--- src/rtl/snn_pkg.sv ---
// snn_pkg: shared widths, event polarity constants and event type for the spike decoder and STDP rule.
package snn_pkg;
  localparam int DT_W_DEF = 4;
  localparam int CNT_W_DEF = 8;
  localparam logic EV_LTP = 1'b1;
  localparam logic EV_LTD = 1'b0;
  typedef struct packed {
    logic ltp;
    logic [DT_W_DEF-1:0] dt;
  } ev_t;
endpackage

--- src/rtl/spike_timer.sv ---
// spike_timer: cycles-since-last-spike counter, armed until the pairing horizon or until consumed.
module spike_timer #(
  parameter int DT_W = 4
) (
  input  logic            clk,
  input  logic            rst,
  input  logic            spike,
  input  logic            clear,
  output logic [DT_W-1:0] t,
  output logic            armed
);
  localparam logic [DT_W-1:0] T_LAST = DT_W'((1 << DT_W) - 2);
  // clear wins over spike so a simultaneous pre/post pair leaves both sides disarmed
  always_ff @(posedge clk) begin
    if (rst) begin
      t <= '0;
      armed <= 1'b0;
    end else if (clear) begin
      armed <= 1'b0;
    end else if (spike) begin
      t <= DT_W'(1);
      armed <= 1'b1;
    end else if (armed) begin
      t <= t + 1'b1;
      armed <= t != T_LAST;
    end
  end
endmodule

--- src/rtl/spike_decoder.sv ---
// spike_decoder: turns pre/post spike trains into windowed rate counts and nearest-neighbour STDP timing events.
module spike_decoder
  import snn_pkg::*;
#(
  parameter int WINDOW = 64,
  parameter int CNT_W = CNT_W_DEF,
  parameter int DT_W = DT_W_DEF
) (
  input  logic             clk,
  input  logic             rst,
  input  logic             pre_spike,
  input  logic             post_spike,
  output logic             ev_valid,
  input  logic             ev_ready,
  output logic             ev_ltp,
  output logic [DT_W-1:0]  ev_dt,
  output logic             ev_drop,
  output logic             rate_valid,
  output logic [CNT_W-1:0] rate_pre,
  output logic [CNT_W-1:0] rate_post
);
  localparam int WIN_W = (WINDOW > 2) ? $clog2(WINDOW) : 1;
  localparam logic [CNT_W-1:0] CMAX = '1;
  logic [DT_W-1:0] w_t_pre, w_t_post;
  logic w_armed_pre, w_armed_post, w_gen, w_ltp, w_load, w_win_end;
  logic [DT_W-1:0] w_dt;
  logic [CNT_W-1:0] r_acc_pre, r_acc_post, w_nx_pre, w_nx_post;
  logic [WIN_W-1:0] r_win;
  spike_timer #(.DT_W(DT_W)) u_pre (
    .clk(clk), .rst(rst), .spike(pre_spike), .clear(post_spike), .t(w_t_pre), .armed(w_armed_pre)
  );
  spike_timer #(.DT_W(DT_W)) u_post (
    .clk(clk), .rst(rst), .spike(post_spike), .clear(pre_spike), .t(w_t_post), .armed(w_armed_post)
  );
  always_comb begin
    w_gen = (pre_spike & post_spike) | (post_spike & w_armed_pre) | (pre_spike & w_armed_post);
    w_ltp = post_spike ? EV_LTP : EV_LTD;
    w_dt = (pre_spike & post_spike) ? '0 : post_spike ? w_t_pre : w_t_post;
    w_load = w_gen & (~ev_valid | ev_ready);
    w_win_end = r_win == WIN_W'(WINDOW - 1);
    w_nx_pre = (r_acc_pre == CMAX) ? r_acc_pre : r_acc_pre + CNT_W'(pre_spike);
    w_nx_post = (r_acc_post == CMAX) ? r_acc_post : r_acc_post + CNT_W'(post_spike);
  end
  always_ff @(posedge clk) begin
    if (rst) begin
      ev_valid <= 1'b0;
      ev_ltp <= 1'b0;
      ev_dt <= '0;
      ev_drop <= 1'b0;
      rate_valid <= 1'b0;
      rate_pre <= '0;
      rate_post <= '0;
      r_acc_pre <= '0;
      r_acc_post <= '0;
      r_win <= '0;
    end else begin
      if (w_load) begin
        ev_ltp <= w_ltp;
        ev_dt <= w_dt;
      end
      ev_valid <= w_load | (ev_valid & ~ev_ready);
      ev_drop <= ev_drop | (w_gen & ev_valid & ~ev_ready);
      if (w_win_end) begin
        rate_pre <= w_nx_pre;
        rate_post <= w_nx_post;
      end
      rate_valid <= w_win_end;
      r_acc_pre <= w_win_end ? '0 : w_nx_pre;
      r_acc_post <= w_win_end ? '0 : w_nx_post;
      r_win <= w_win_end ? '0 : r_win + 1'b1;
    end
  end
endmodule

--- config.mk ---
export PLATFORM = sky130hd
export DESIGN_NAME = spike_decoder
export DESIGN_NICKNAME = d
export VERILOG_FILES = /design/src/rtl/snn_pkg.sv /design/src/rtl/spike_timer.sv /design/src/rtl/spike_decoder.sv
export SDC_FILE = /design/constraint.sdc
export NUM_CORES = 1
export LEC_CHECK = 0
export ABC_AREA = 1
export BUFFER_PORTS_ARGS = -buffer_cell sky130_fd_sc_hd__clkbuf_2
export CORE_MARGIN = 3
export CORE_UTILIZATION = 49
export DETAILED_ROUTE_END_ITERATION = 10
export HOLD_SLACK_MARGIN = 0.1
export PLACE_DENSITY = 0.67
export SLEW_MARGIN = 20
export SYNTH_ARGS = -nofsm -noshare
export SYNTH_HDL_FRONTEND = slang
export SYNTH_HIERARCHICAL = 1
export SYNTH_SLANG_ARGS = --single-unit
export TNS_END_PERCENT = 50
--- constraint.sdc ---
create_clock -name clk -period 1.53 [get_ports clk]
set_input_delay 0.2295 -clock clk [delete_from_list [all_inputs] [get_ports clk]]
set_output_delay 0.2295 -clock clk [all_outputs]
set_load 0.02 [all_outputs]
**Yosys cells after proc, flatten, opt, wreduce, memory -nomap -nowiden**

Cells that the tools add are included.

- Add/subtract/negate cells: 5
- Multiply operators: 0
- Divide/modulo/power cells: 0
- $lt $le $gt $ge: 0
- Equal/unequal tests: 5
- Shifts and indexed selects: 0
- Muxes and demuxes: 13
- Bitwise operators: 16
- Reduce and logical (&&, ||, !) cells: 7

Operators with widths:

| operator | count |
|---|---|
| $mux 4 | 6 |
| $add 8x1->8 | 2 |
| $eq 8x8->1 const B | 2 |
| $mux 8 | 2 |
| $add 4x1->4 const B | 2 |
| $ne 4x4->1 const B | 2 |
| $and 1x1->1 | 7 |
| $add 6x1->6 const B | 1 |
| $eq 6x6->1 const B | 1 |
| $reduce_or 2->1 | 3 |
| $mux 1 | 5 |
| $or 1x1->1 | 5 |
| $not 1->1 | 4 |
| $reduce_and 2->1 | 2 |
| $reduce_bool 2->1 | 2 |

- Bits in registers: 56
- Bits in latches: 0
- Bits in writable memories: 0
- Bits in read-only memories: 0
- Input bits: 5
- Output and inout bits: 24
- Word-level logic and storage cells: 60
- Memories: 0

**Longest topological paths before layout**

- Depth in word-level cells: 6
- Depth in mapped cells: 9
- Depth with buffers taken out: 8

**Modules after synthesis**

Netlist, hierarchy kept.

Modules (own cells, without submodules):

| module | times used | cells each | area an instance (um^2) | sequential area each (um^2) |
|---|---|---|---|---|
| spike_decoder | 1 | 281 | 2,049.5 | 920.9 |
| spike_timer | 2 | 41 | 274.0 | 100.1 |

**Worst setup path after synthesis**

OpenSTA, ideal clock, no wires.

- Path kind: register to register
- Start: reg r_win[0]
- End: reg rate_post[3]
- Library setup time: 0.112 ns
- Data arrival time: 1.134 ns
- Required time: 1.418 ns
- Path slack: 0.283 ns
- Stages on the path, launching flop included: 10
- Buffers on the path: 1
- Clock period less this slack: 1.247 ns
- Path through: dfxtp_1 > ha_1 > nand2_2 > inv_2 > nand3_4 > nand2_4 > inv_4 > buf_6 > nand2_1 > nand2_1

- Word-level cells in the longest chain between the ends: 1

RTL lines:

| element | line | text |
|---|---|---|
| start, declared | spike_decoder.sv:28 | `logic [WIN_W-1:0] r_win;` |
| start signal, assigned | spike_decoder.sv:70 | `r_win <= w_win_end ? '0 : r_win + 1'b1;` |
| $eq 6x6->1 | spike_decoder.sv:40 | `w_win_end = r_win == WIN_W'(WINDOW - 1);` |
| end signal, assigned | spike_decoder.sv:65 | `rate_post <= w_nx_post;` |
| end, declared | spike_decoder.sv:20 | `output logic [CNT_W-1:0] rate_post` |

Every way passes these cells.
A chain may end at the register's enable or synchronous reset.

**Worst setup path in the final report**

- Start: reg r_win[0]
- End: reg rate_pre[0]

- Word-level cells in the longest chain between the ends: 1

RTL lines:

| element | line | text |
|---|---|---|
| $eq 6x6->1 | spike_decoder.sv:40 |  |
| end signal, assigned | spike_decoder.sv:64 | `rate_pre <= w_nx_pre;` |
| end, declared | spike_decoder.sv:19 | `output logic [CNT_W-1:0] rate_pre,` |

Every way passes these cells.

==> results.yml <==
outcome:
  status: "finished clean"
worst_setup_path:
  worstPathCellList: "ha_1 -> nand2_2 -> inv_2 -> nand3_4 -> nor2_4 -> nand2_1 -> nand2_1"
  cp-end-kind: "flop"
  rr_worst_depth: 7
  slowest_delay_ns: 0.37
  cp_common_cell: "nand2_1"
  rr_endpoint: "rate_pre[0]$_SDFFE_PP0P_"
  start_kind: "flop"
  cp_data_required_time_ns: 1.79
  reg2reg_slack_ns: 0.17
  crit_arrival_ns: 1.62
  critPathKind: "flop to flop"
  r2r_start: "r_win[0]$_SDFF_PP0_"
  worst-path-buf-inv: 1
  crit_path_top_delay_cell: "dfxtp_1"
  crit_family: "simple AND/OR/NAND/NOR gates"
  crit_fanout: 17
worst_hold_path:
  hp-class: "input port to flop"
  hold_end: "ev_dt[2]$_SDFFE_PP0P_"
  whs_path_depth: 2
  hold_path.startpoint: "rst"
timing:
  maxSlewHeadroom_pct: 72.7
  timing.final.crit_share_pct: 89.2
  worst_slew_pin_slew_ns: 0.409
  drv_slew: 0
  finalClockSkew_ns: 0.00529
  setup-tns-final_ns: 0
  rsz0062_at_grt: "no"
  hold_violations: 0
  fmax_mhz: 733
  post-route-min-period_ns: 1.36
  setup_viol: 0
power_and_ir_drop:
  p_per_area_mw_per_mm2: 878
  peakVddDrop_v: 0.000412
  p_leak_nw: 1.35
floorplan:
  initial_utilization_pct: 52.9
  num_rows: 25
  core_region_area_mm2: 0.00491
  die_h_um: 78.8
  die_x_um: 78.8
  boundaryPins: 29
  dieArea_mm2: 0.00621
global_route:
  grt_pass1_vias: 2077
  grt_max_degree: 29
  grt_pass1_wl_um: 9130
  grt_overflow: 0
  track_usage_pct: 18.4
  grt_antenna_before_repair: 0
place:
  dp_hpwl_um: 3710
  placed_area_mm2: 0.00280
  gp_congestion: 0.800
  numPortBuffers: 28
route:
  drtIter0Drc: 139
  wl_um: 4990
  viasPerCell: 4.75
  first_pass_iters: 4
  wire_per_inst_um: 10.7
  vias: 2208
  drtAntennaViolNets: 0
  drcViolationCount: 0
logic_synthesis:
  synth_area_leaders: "dfxtp_1 (43%), nand2_1 (17%), nand3_1 (6.9%), inv_1 (6.9%), ha_1 (4.3%)"
  async_reset_ff_share_pct: 0
  yosys.area.top_type: "dfxtp_1"
  synth_nets: 377
  synthTopCellsByCount: "nand2_1 (121), dfxtp_1 (56), inv_1 (48), nand3_1 (36), nor2_1 (27)"
  synth_top_area_share_pct: 43.2
  yosysSeqAreaShare_pct: 43.2
  ys_seq_elements: 56
  syn_area_per_cell_um2: 7.16
  synth.distinct_cells: 25
  yosysMostFrequentCell: "nand2_1"
  syn-instance-count: 363
  synth_edf_count: 0
  syn_area_mm2: 0.00260
  ys.flop_type: "dfxtp_1"
  yosys_warnings: 6
flow_run:
  maxCapViolations: 0
clock_network:
  postCtsSetupBuffers: 0
  cts_num_sinks: 56
  cts_buffers: 5
  cts_hold_buf: 0
  clkTransAtPathRegs_ns: 0.09
  cts_tree: "built"
  clockBufferDepth: 2
  h-tree-depth: 2
  cts_resized: 0
  cts-root-buf: "clkbuf_8"
  clk_latency_ns: 0.31
final_layout:
  drive_gt1_share_pct: 13.8
  area_growth_pct: 11.3
  antennaDiodeCount: 0
  nets: 411
  final_area_mm2: 0.00289
  fillers: 499
==> worst register-to-register path, cell delays in order, from the launching register on <==
cell and delay, ns:
dfxtp_1 0.37, ha_1 0.19, nand2_2 0.07, inv_2 0.08, nand3_4 0.08, nor2_4 0.34, nand2_1 0.11, nand2_1 0.08
==> cell usage in the layout (no fill, tap or decap), types with 4 or more instances in the layout <==
cell type  instances
nor2_1            27
nand3_1           36
nand2_2            7
dfxtp_1           56
a31oi_1            4
inv_1             48
buf_4              4
clkbuf_2          28
clkbuf_8           6
o21ai_0            8
a21oi_1           12
nor3_1             5
nand2_1          121
and2_1             5
ha_1               9
==> layer usage <==
| layer | routed length [µm] | GRT usage [%] | part of all wire, % | vias to the layer above |
|---|---|---|---|---|
| met1 | 2480 | 23.7 | 50 | 976 |
| met5 | 0 | 0 | 0 | - |
| met3 | 158 | 4.08 | 3.2 | 6 |
| met2 | 2290 | 30.6 | 46 | 25 |
| met4 | 68 | 5.77 | 1.4 | 0 |
| li1 | - | - | - | 1201 |
==> logic make-up (layout without fill, tap and decap cells) <==
kind of cell | count (synthesis) | count (layout) | synth area share (%)
AND/OR/NAND/NOR | 212 | 212 | 36.2
flip-flops | 56 | 56 | 43.2
buffers and inverters | 55 | 90 | 9.25
AO/OA/AOI/OAI | 28 | 28 | 6.07
adder cells (fa/ha/maj) | 9 | 9 | 4.34
XOR/XNOR | 3 | 3 | 1.01
==> area by class of cell <==
type	instances	area, µm²	share of cell area (%)
multi-input cells	252	1240	42.8
flip-flops and latches	56	1120	38.8
well taps	67	83.8	2.90
clock buffers	8	90.1	3.12
repair buffers	32	170	5.88
inverters	50	190	6.58
==> flip-flops by register name (all words and copies together) (netlist names), 4 cells and up <==
register,cells
r_acc_post,8
u_post/t,4
r_win,6
rate_post,8
r_acc_pre,8
rate_pre,8
u_pre/t,4
ev_dt,4
==> through the flow <==
stage / worst slack [ns] / cells / hold slack (ns) / power [W] / utilization (%)
2_1_floorplan: 0.283 / 363 / 0.354 / 0.00169 / -
4_1_cts: 0.138 / 465 / 0.241 / 0.00257 / 58.9
3_5_place_dp: 0.156 / 457 / 0.433 / 0.00175 / 57.0
3_3_place_gp: 0.194 / 457 / 0.430 / 0.00174 / 57.0
6_report: 0.166 / 465 / 0.248 / 0.00254 / 58.9
5_1_grt: 0.00851 / 465 / 0.242 / 0.00267 / 58.9
==> worst max path at each step <==
| stage | depth (start not counted) | end | slack, ns | from |
|---|---|---|---|---|
| 2_1_floorplan | 9 | rate_post[3]$_SDFFE_PP0P_ | 0.28 | r_win[0]$_SDFF_PP0_ |
| 3_3_place_gp | 7 | rate_pre[1]$_SDFFE_PP0P_ | 0.19 | r_win[0]$_SDFF_PP0_ |
| 3_5_place_dp | 7 | r_acc_pre[5]$_SDFF_PP0_ | 0.16 | r_win[0]$_SDFF_PP0_ |
| 4_1_cts | 7 | rate_pre[1]$_SDFFE_PP0P_ | 0.14 | r_win[0]$_SDFF_PP0_ |
| 5_1_grt | 7 | rate_pre[1]$_SDFFE_PP0P_ | 0.009 | r_win[0]$_SDFF_PP0_ |
| 6_report | 7 | rate_pre[0]$_SDFFE_PP0P_ | 0.17 | r_win[0]$_SDFF_PP0_ |
==> where the power goes <==
| group | internal (W) | total (W) | leakage [nW] | switching [W] |
|---|---|---|---|---|
| Combinational | 0.0000659 | 0.000195 | 0.850 | 0.000129 |
| Clock | 0.000371 | 0.000826 | 0.0455 | 0.000456 |
| Sequential | 0.00149 | 0.00152 | 0.454 | 0.0000281 |
Note: power is estimated with default switching activity, not from simulation.
